**config.mk**
```make
export PLATFORM = sky130hd
export DESIGN_NAME = alu_pipe_flat
export DESIGN_NICKNAME = d
export VERILOG_FILES = /design/src/rtl/alu_pipe_if.sv /design/src/rtl/alu_pipe.sv /design/src/flat_wrapper.sv
export SDC_FILE = /design/constraint.sdc
export NUM_CORES = 1
export LEC_CHECK = 0
export ABC_AREA = 1
export CAP_MARGIN = 30
export CORE_ASPECT_RATIO = 0.6
export CORE_MARGIN = 3
export CORE_UTILIZATION = 45
export DETAILED_ROUTE_END_ITERATION = 7
export DONT_BUFFER_PORTS = 1
export PLACE_DENSITY_LB_ADDON = 0.25
export SLEW_MARGIN = 40
export SYNTH_ARGS = -nofsm -noshare
export SYNTH_HDL_FRONTEND = slang
export SYNTH_SLANG_ARGS = --single-unit
```
**constraint.sdc**
```tcl
create_clock -name clk -period 5.1 [get_ports clk]
set_input_delay 0 -clock clk [delete_from_list [all_inputs] [get_ports clk]]
set_output_delay 0 -clock clk [all_outputs]
set_load 0.01 [all_outputs]
```
**src/rtl/alu_pipe_if.sv**
```systemverilog
// Handshake bundle between operand fetch, the pipelined ALU and writeback.
// The master side drives operands/op and out_ready; the slave side is the ALU.
interface alu_pipe_if #(
   parameter int WIDTH = 8
);
   localparam int SHW = $clog2(WIDTH);

   logic             in_valid;
   logic             in_ready;
   logic [WIDTH-1:0] a;
   logic [WIDTH-1:0] b;
   logic [SHW-1:0]   shamt;
   logic [3:0]       op;
   logic             set_flags;
   logic             out_valid;
   logic             out_ready;
   logic [WIDTH-1:0] result;
   logic [3:0]       res_nzcv;
   logic [3:0]       flags_q;

   modport master (
      output in_valid, a, b, shamt, op, set_flags, out_ready,
      input  in_ready, out_valid, result, res_nzcv, flags_q
   );

   modport slave (
      input  in_valid, a, b, shamt, op, set_flags, out_ready,
      output in_ready, out_valid, result, res_nzcv, flags_q
   );
endinterface

```
**src/rtl/alu_pipe.sv**
```systemverilog
// Single-stage pipelined ALU with valid/ready handshake and an NZCV flag register.
// The result register doubles as the output skid: it holds while downstream stalls.
module alu_pipe #(
   parameter int WIDTH = 8
) (
   input logic       clk,
   input logic       rst,
   alu_pipe_if.slave bus
);
   localparam logic [5:0] W6 = 6'(WIDTH);

   localparam logic [3:0] OP_ADD = 4'b0000;
   localparam logic [3:0] OP_SUB = 4'b0001;
   localparam logic [3:0] OP_AND = 4'b0010;
   localparam logic [3:0] OP_OR  = 4'b0011;
   localparam logic [3:0] OP_SHL = 4'b0100;
   localparam logic [3:0] OP_SHR = 4'b0101;
   localparam logic [3:0] OP_XOR = 4'b0110;
   localparam logic [3:0] OP_ASR = 4'b0111;
   localparam logic [3:0] OP_ROL = 4'b1000;
   localparam logic [3:0] OP_ROR = 4'b1001;
   localparam logic [3:0] OP_ADC = 4'b1010;
   localparam logic [3:0] OP_SBC = 4'b1011;

   logic             out_valid_reg;
   logic [WIDTH-1:0] result_reg;
   logic [3:0]       nzcv_reg;
   logic [3:0]       flags_reg;

   logic             accept;
   logic             flag_c;
   logic [WIDTH-1:0] bx;
   logic             cin;
   logic [WIDTH:0]   sum;
   logic [5:0]       amt;
   logic [5:0]       rot;
   logic [WIDTH:0]   shl_ext;
   logic [WIDTH:0]   shr_ext;
   logic [WIDTH:0]   asr_ext;
   logic [WIDTH-1:0] rol_val;
   logic [WIDTH-1:0] ror_val;
   logic             shift_op;
   logic [WIDTH-1:0] result_next;
   logic             c_next;
   logic             v_next;
   logic [3:0]       nzcv_next;

   assign flag_c       = flags_reg[1];
   assign bus.in_ready = !out_valid_reg || bus.out_ready;
   assign accept       = bus.in_valid && bus.in_ready;

   always_comb begin
      bx          = bus.b;
      cin         = 1'b0;
      amt         = 6'(bus.shamt);
      rot         = amt % W6;
      shift_op    = 1'b0;
      result_next = '0;
      c_next      = 1'b0;
      v_next      = 1'b0;

      // One adder serves ADD/SUB/ADC/SBC: op[0] inverts B, op[3] selects carry-in source.
      if (bus.op == OP_SUB || bus.op == OP_SBC) begin
         bx = ~bus.b;
      end
      if (bus.op[3]) begin
         cin = flag_c;
      end else begin
         cin = bus.op[0];
      end
      sum = {1'b0, bus.a} + {1'b0, bx} + {{WIDTH{1'b0}}, cin};

      // Extended vectors keep the last bit shifted out; amounts past WIDTH fall out naturally.
      shl_ext = {1'b0, bus.a} << amt;
      shr_ext = {bus.a, 1'b0} >> amt;
      asr_ext = $signed({bus.a, 1'b0}) >>> amt;
      rol_val = (bus.a << rot) | (bus.a >> (W6 - rot));
      ror_val = (bus.a >> rot) | (bus.a << (W6 - rot));

      case (bus.op)
         OP_ADD, OP_SUB, OP_ADC, OP_SBC: begin
            result_next = sum[WIDTH-1:0];
            c_next      = sum[WIDTH];
            v_next      = (bus.a[WIDTH-1] == bx[WIDTH-1]) && (sum[WIDTH-1] != bus.a[WIDTH-1]);
         end
         OP_AND: begin
            result_next = bus.a & bus.b;
            c_next      = flag_c;
         end
         OP_OR: begin
            result_next = bus.a | bus.b;
            c_next      = flag_c;
         end
         OP_XOR: begin
            result_next = bus.a ^ bus.b;
            c_next      = flag_c;
         end
         OP_SHL: begin
            shift_op    = 1'b1;
            result_next = shl_ext[WIDTH-1:0];
            c_next      = shl_ext[WIDTH];
         end
         OP_SHR: begin
            shift_op    = 1'b1;
            result_next = shr_ext[WIDTH:1];
            c_next      = shr_ext[0];
         end
         OP_ASR: begin
            shift_op    = 1'b1;
            result_next = asr_ext[WIDTH:1];
            c_next      = asr_ext[0];
         end
         OP_ROL: begin
            shift_op    = 1'b1;
            result_next = rol_val;
            c_next      = rol_val[0];
         end
         OP_ROR: begin
            shift_op    = 1'b1;
            result_next = ror_val;
            c_next      = ror_val[WIDTH-1];
         end
         default: begin
            result_next = '0;
            c_next      = 1'b0;
         end
      endcase

      if (shift_op && amt == 6'd0) begin
         result_next = bus.a;
         c_next      = flag_c;
      end

      nzcv_next = {result_next[WIDTH-1], (result_next == '0), c_next, v_next};
   end

   always_ff @(posedge clk or posedge rst) begin
      if (rst) begin
         out_valid_reg <= 1'b0;
         result_reg    <= '0;
         nzcv_reg      <= '0;
         flags_reg     <= '0;
      end else if (accept) begin
         out_valid_reg <= 1'b1;
         result_reg    <= result_next;
         nzcv_reg      <= nzcv_next;
         if (bus.set_flags) begin
            flags_reg <= nzcv_next;
         end
      end else if (bus.out_ready) begin
         out_valid_reg <= 1'b0;
      end
   end

   assign bus.out_valid = out_valid_reg;
   assign bus.result    = result_reg;
   assign bus.res_nzcv  = nzcv_reg;
   assign bus.flags_q   = flags_reg;
endmodule

```
**src/flat_wrapper.sv**
```systemverilog
// flat-port wrapper written by rule: the top's interface ports become plain ports
module alu_pipe_flat 
#(
   parameter int WIDTH = 8
)
  (clk, rst, bus_in_valid, bus_a, bus_b, bus_shamt, bus_op, bus_set_flags, bus_out_ready, bus_in_ready, bus_out_valid, bus_result, bus_res_nzcv, bus_flags_q);
  alu_pipe_if #(.WIDTH(WIDTH)) bus_i ();
  input logic clk;
  input logic rst;
  input wire logic [$bits(bus_i.in_valid)-1:0] bus_in_valid;
  input wire logic [$bits(bus_i.a)-1:0] bus_a;
  input wire logic [$bits(bus_i.b)-1:0] bus_b;
  input wire logic [$bits(bus_i.shamt)-1:0] bus_shamt;
  input wire logic [$bits(bus_i.op)-1:0] bus_op;
  input wire logic [$bits(bus_i.set_flags)-1:0] bus_set_flags;
  input wire logic [$bits(bus_i.out_ready)-1:0] bus_out_ready;
  output wire logic [$bits(bus_i.in_ready)-1:0] bus_in_ready;
  output wire logic [$bits(bus_i.out_valid)-1:0] bus_out_valid;
  output wire logic [$bits(bus_i.result)-1:0] bus_result;
  output wire logic [$bits(bus_i.res_nzcv)-1:0] bus_res_nzcv;
  output wire logic [$bits(bus_i.flags_q)-1:0] bus_flags_q;
  assign bus_i.in_valid = bus_in_valid;
  assign bus_i.a = bus_a;
  assign bus_i.b = bus_b;
  assign bus_i.shamt = bus_shamt;
  assign bus_i.op = bus_op;
  assign bus_i.set_flags = bus_set_flags;
  assign bus_i.out_ready = bus_out_ready;
  assign bus_in_ready = bus_i.in_ready;
  assign bus_out_valid = bus_i.out_valid;
  assign bus_result = bus_i.result;
  assign bus_res_nzcv = bus_i.res_nzcv;
  assign bus_flags_q = bus_i.flags_q;
  alu_pipe #(.WIDTH(WIDTH)) u_core (.clk(clk), .rst(rst), .bus(bus_i));
endmodule
```
Word level (Yosys, flattened, before mapping):

Cells that the tools add are included.

* $add $sub $neg: 3
* eq/ne operators: 13
* shifts and indexed selects: 7
* mux-type cells: 10
* bitwise operators: 6
* reductions and logical operators: 14

Operators with widths (count)
* $pmux W8 S9: 1
* $or A8 B8 Y8: 3
* $eq A4 B3 Y1 const B: 4
* $eq A4 B4 Y1 const B: 4
* $mux W8: 2
* $add A8 B8 Y9: 1
* $add A9 B1 Y9: 1
* $shl A8 B3 Y9: 1
* $shr A9 B3 Y9: 1
* $sshr A9 B3 Y9: 1
* $and A8 B8 Y8: 1
* $eq A4 B2 Y1 const B: 2
* $logic_not A8 Y1: 1
* $not A8 Y8: 1
* $shl A8 B3 Y8: 1
* $shl A8 B6 Y8: 1
* $shr A8 B3 Y8: 1
* $shr A8 B6 Y8: 1
* $xor A8 B8 Y8: 1
* $pmux W1 S7: 1
* $mux W1: 6
* $reduce_or A5 Y1: 1
* $sub A4 B3 Y5 const A: 1
* $eq A4 B1 Y1 const B: 1
* 11 further kinds: 14

* register bits after elaboration: 17
* input bits: 28
* output and inout bits: 18
* logic and storage cells: 57

Logic depth before layout (Yosys ltp):

* depth in word-level cells: 8
* depth in mapped cells: 21
* gate-level depth less buffers: 19

Least setup slack after synthesis:

Ideal clock, no wire load.

* kind: input to register
* start point: input port bus_op[1]
* end point: register u_core.nzcv_reg[2], in the netlist u_core.bus.res_nzcv[2]
* setup time: 0.065 ns
* arrival time: 2.580 ns
* required time: 5.035 ns
* setup slack: 2.455 ns
* cell stages on the path: 18
* path buffers: 2
* cells stage by stage: buf_2 nand2_1 inv_1 a22o_1 buf_2 xor2_1 fa_1 fa_1 xor2_1 nand2_1 nand4_1 nor2_1 nand3_1 a21oi_1 nand2_1 nor2_2 nand4_1 nand2_1

* longest elaborated chain between the ends: 8
* elaborated cells on any way between the ends: 23
* those cells by class: 2 x add/sub; 11 x eq/ne; 4 x mux; 6 x reduce/logical

RTL lines
* from (decl): RTL line flat_wrapper.sv:14 `input wire logic [$bits(bus_i.op)-1:0] bus_op;`
* $eq A4 B1 Y1 or $eq A4 B4 Y1 (tied branches): RTL line alu_pipe.sv:63, alu_pipe.sv:80
* $logic_or A1 B1 Y1: RTL line alu_pipe.sv:63 `if (bus.op == OP_SUB || bus.op == OP_SBC) begin`
* $mux W8: RTL line alu_pipe.sv:63
* $add A8 B8 Y9: RTL line alu_pipe.sv:71 `sum = {1'b0, bus.a} + {1'b0, bx} + {{WIDTH{1'b0}}, cin};`
* $add A9 B1 Y9: RTL line alu_pipe.sv:71
* $pmux W8 S9: RTL line alu_pipe.sv:80 `case (bus.op)`
* $mux W8 *: RTL line alu_pipe.sv:129 `if (shift_op && amt == 6'd0) begin`
* $logic_not A8 Y1 *: RTL line alu_pipe.sv:134 `nzcv_next = {result_next[WIDTH-1], (result_next == '0), c_next, v_next};`
* to (signal assigned): RTL line alu_pipe.sv:146 `nzcv_reg <= nzcv_next;`
* to (decl): RTL line alu_pipe.sv:27 `logic [3:0] nzcv_reg;`

Every way passes the cells marked *; elsewhere a longest branch is shown, timed or not.
A chain may end at the register's enable or synchronous reset.

Worst setup path after layout:

* start point: input port bus_op[2]
* end point: register u_core.nzcv_reg[2], in the netlist u_core.bus.res_nzcv[2]

Same word-level chain as after synthesis.

==> results.cfg <==
[timing]
drv_slew = 0
maxClockFrequency_mhz = 347
worst_slew_pin_slew_ns = 0.647
clock_skew_ns = 0.00300
finalHoldViolCount = 0
fin_crit_ns = 2.88
fin_crit_sh_pct = 56.5
slew_headroom_pct = 56.8
fin_setup_tns_ns = 0
rsz0062_at_grt = no
hold_slack_ns = 0.00755
setup_violations = 0

[detailed_routing]
via_per_inst = 5.87
via_count = 3707
first_pass_iters = 5
drt_iter0_drc = 446
wl_microns = 11300
ant_nets = 0
post_drt_wl_per_cell_microns = 18.0
drc = 0

[setup_path]
critPathLaunch = bus_op[2]
reg2reg_from = u_core.bus.flags_q[1]
r2r-end = u_core.bus.res_nzcv[2]
required_ns = 5.29
reg2regPathDepth = 14
critPathMaxFanout = 8
crit_path_cell_trace = nor2_2, a22o_1, xor2_1, fa_1, fa_1, xor2_1, nand2_1, nand4_1, nor2_1, nand3_1, a21oi_1, nand2_1, nor2_2, nand4_1, nand2_1
crit_path_top_delay_cell = a22o_1
arrival_ns = 3.07
max_stage_delay_ns = 0.53
endpoint_kind = flop
crit_end = u_core.bus.res_nzcv[2]
path_class = input pin to flop
ff2ff_setup_slack_ns = 2.23
startpoint_type = input pin
crit_top_cell = nand2_1

[grt]
antenna_found_initial = 0
grt_pass1_wl_microns = 17900
grt_max_degree = 17
grt.total_usage_pct = 28.4
grt_pass1_vias = 3270
grt_remaining_overflow = 0

[floorplan]
core_sq_um = 6390
io_pins = 46
start_util_pct = 48.6
dieWidth_microns = 113
fp.dieH_microns = 70.3
num_rows = 22
die_area_sq_um = 7960

[cts]
insertion_delay_ns = 0.25
clkSlewWorstSetupHoldPaths_ns = 0.05
h-tree-depth = 1
cts_buffer_depth = 2
clock_sinks = 16
postCtsSetupBuffers = 0
cts_root_buffer = clkbuf_16
cts_made_buffers = 3
cts_tree = yes

[outcome]
status = finished, final reports clean

[yosys]
ys_types = 33
synth_top_area_share_pct = 25.3
synthesis.instances = 551
synthesis.nets = 606
yosysTopAreaCell = nand2_1
avgSynthCellArea_sq_um = 5.63
yosys_warnings = 0
syn_area_sq_um = 3100
ys_ff_latch = 16
yosys-top-cells-area = nand2_1, nand3_1, dfrtp_1, ha_1, inv_1
synth-seq-area-share_pct = 12.9

[place]
port_buffers = 0
gp_congestion = 0.992
hpwl_microns = 9220

[power]
p_leak_nw = 1.86
power_density_nw_per_um2 = 202
peakVddDrop_mv = 0.117

[finish]
layout_common_cells = nand2_1, nand3_1, inv_1, nor2_1, ha_1
finalNetCount = 603
syn_to_final_growth_pct = 5.12
antenna-diode-count = 0
largest_register_ffs = 7
final_layout_size_suffix_gt1_share_pct = 6.40
layout_commonest_cell = nand2_1

[hold_path]
worstHoldPathType = input pin to flop

[run]
cap_violations = 0
Yosys cell counts, drive strengths merged:
cell,number
nand2,223
nand3,86
inv,62
nor2,55
ha,25
a21oi,17
dfrtp,16
o21ai,13
nand4,11
buf,10
xor2,10
a31oi,5
clkbuf,4
a21boi,3
nand3b,3
o211ai,3
fa,2
a22o,1
o22ai,1
or2,1
worst min-delay path by stage:
stage	start	end	cells after the start	slack, ns
2_1_floorplan	rst	u_core.bus.flags_q[0]	1	-0.09
3_3_place_gp	rst	u_core.bus.result[3]	1	-0.01
3_5_place_dp	rst	u_core.bus.result[3]	1	0.01
4_1_cts	bus_set_flags	u_core.bus.flags_q[2]	3	0.02
5_1_grt	bus_out_ready	u_core.bus.out_valid	3	0.05
6_report	bus_out_ready	u_core.bus.out_valid	3	0.008
critical path, delay by kind of cell:
kind | cells | cell delay [ns]
AO/OA/AOI/OAI | 2 | 0.75
XOR/XNOR | 2 | 0.36
adder cells (fa/ha/maj) | 2 | 0.96
AND/OR/NAND/NOR | 9 | 0.99
metrics by stage:
step | std cells | total power [mW] | setup slack (ns) | utilization, % | cell area [sq um]
floorplan | 551 | 0.409 | 2.45 | - | 3100
finish | 631 | 0.660 | 2.22 | 51.1 | 3260
global route | 631 | 0.706 | 1.97 | 51.1 | 3260
global placement | 621 | 0.467 | 2.20 | 48.7 | 3110
detailed placement | 621 | 0.469 | 2.04 | 48.7 | 3110
CTS | 631 | 0.648 | 2.28 | 51.1 | 3260
where the power goes:
part	total, mW	switching (mW)	internal, mW
Sequential	0.179	0.0295	0.150
Combinational	0.303	0.203	0.100
Clock	0.177	0.0576	0.120
Total	0.660	0.290	0.369
kinds of logic after synthesis:
logic type	synth area share, %
buffers and inverters	10.6
XOR/XNOR	2.82
AND/OR/NAND/NOR	54.4
flip-flops	12.9
AO/OA/AOI/OAI	7.90
adder cells (fa/ha/maj)	11.4
repair_timing:
action | in CTS | in global routing
endpoints found under the hold margin | 21 | 0
resized for setup | 0 | 0
hold buffers | 6 | 0
routing by layer:
metal / vias up / global-route usage, % / wire [microns]
met3: 7 / 9.00 / 1600
li1: 1774 / - / -
met2: 224 / 35.6 / 4120
met1: 1702 / 46.8 / 5580
met5: - / 0 / 0
met4: 0 / 2.40 / 46
final cells by class:
type | count | area (sq um)
multi-input cells | 459 | 2370
clock buffers | 4 | 88.8
well taps | 84 | 105
flip-flops and latches | 16 | 400
repair buffers | 6 | 60.1
fillers | 691 | 3120
inverters | 62 | 235
Note: power is estimated with default switching activity, not from simulation.
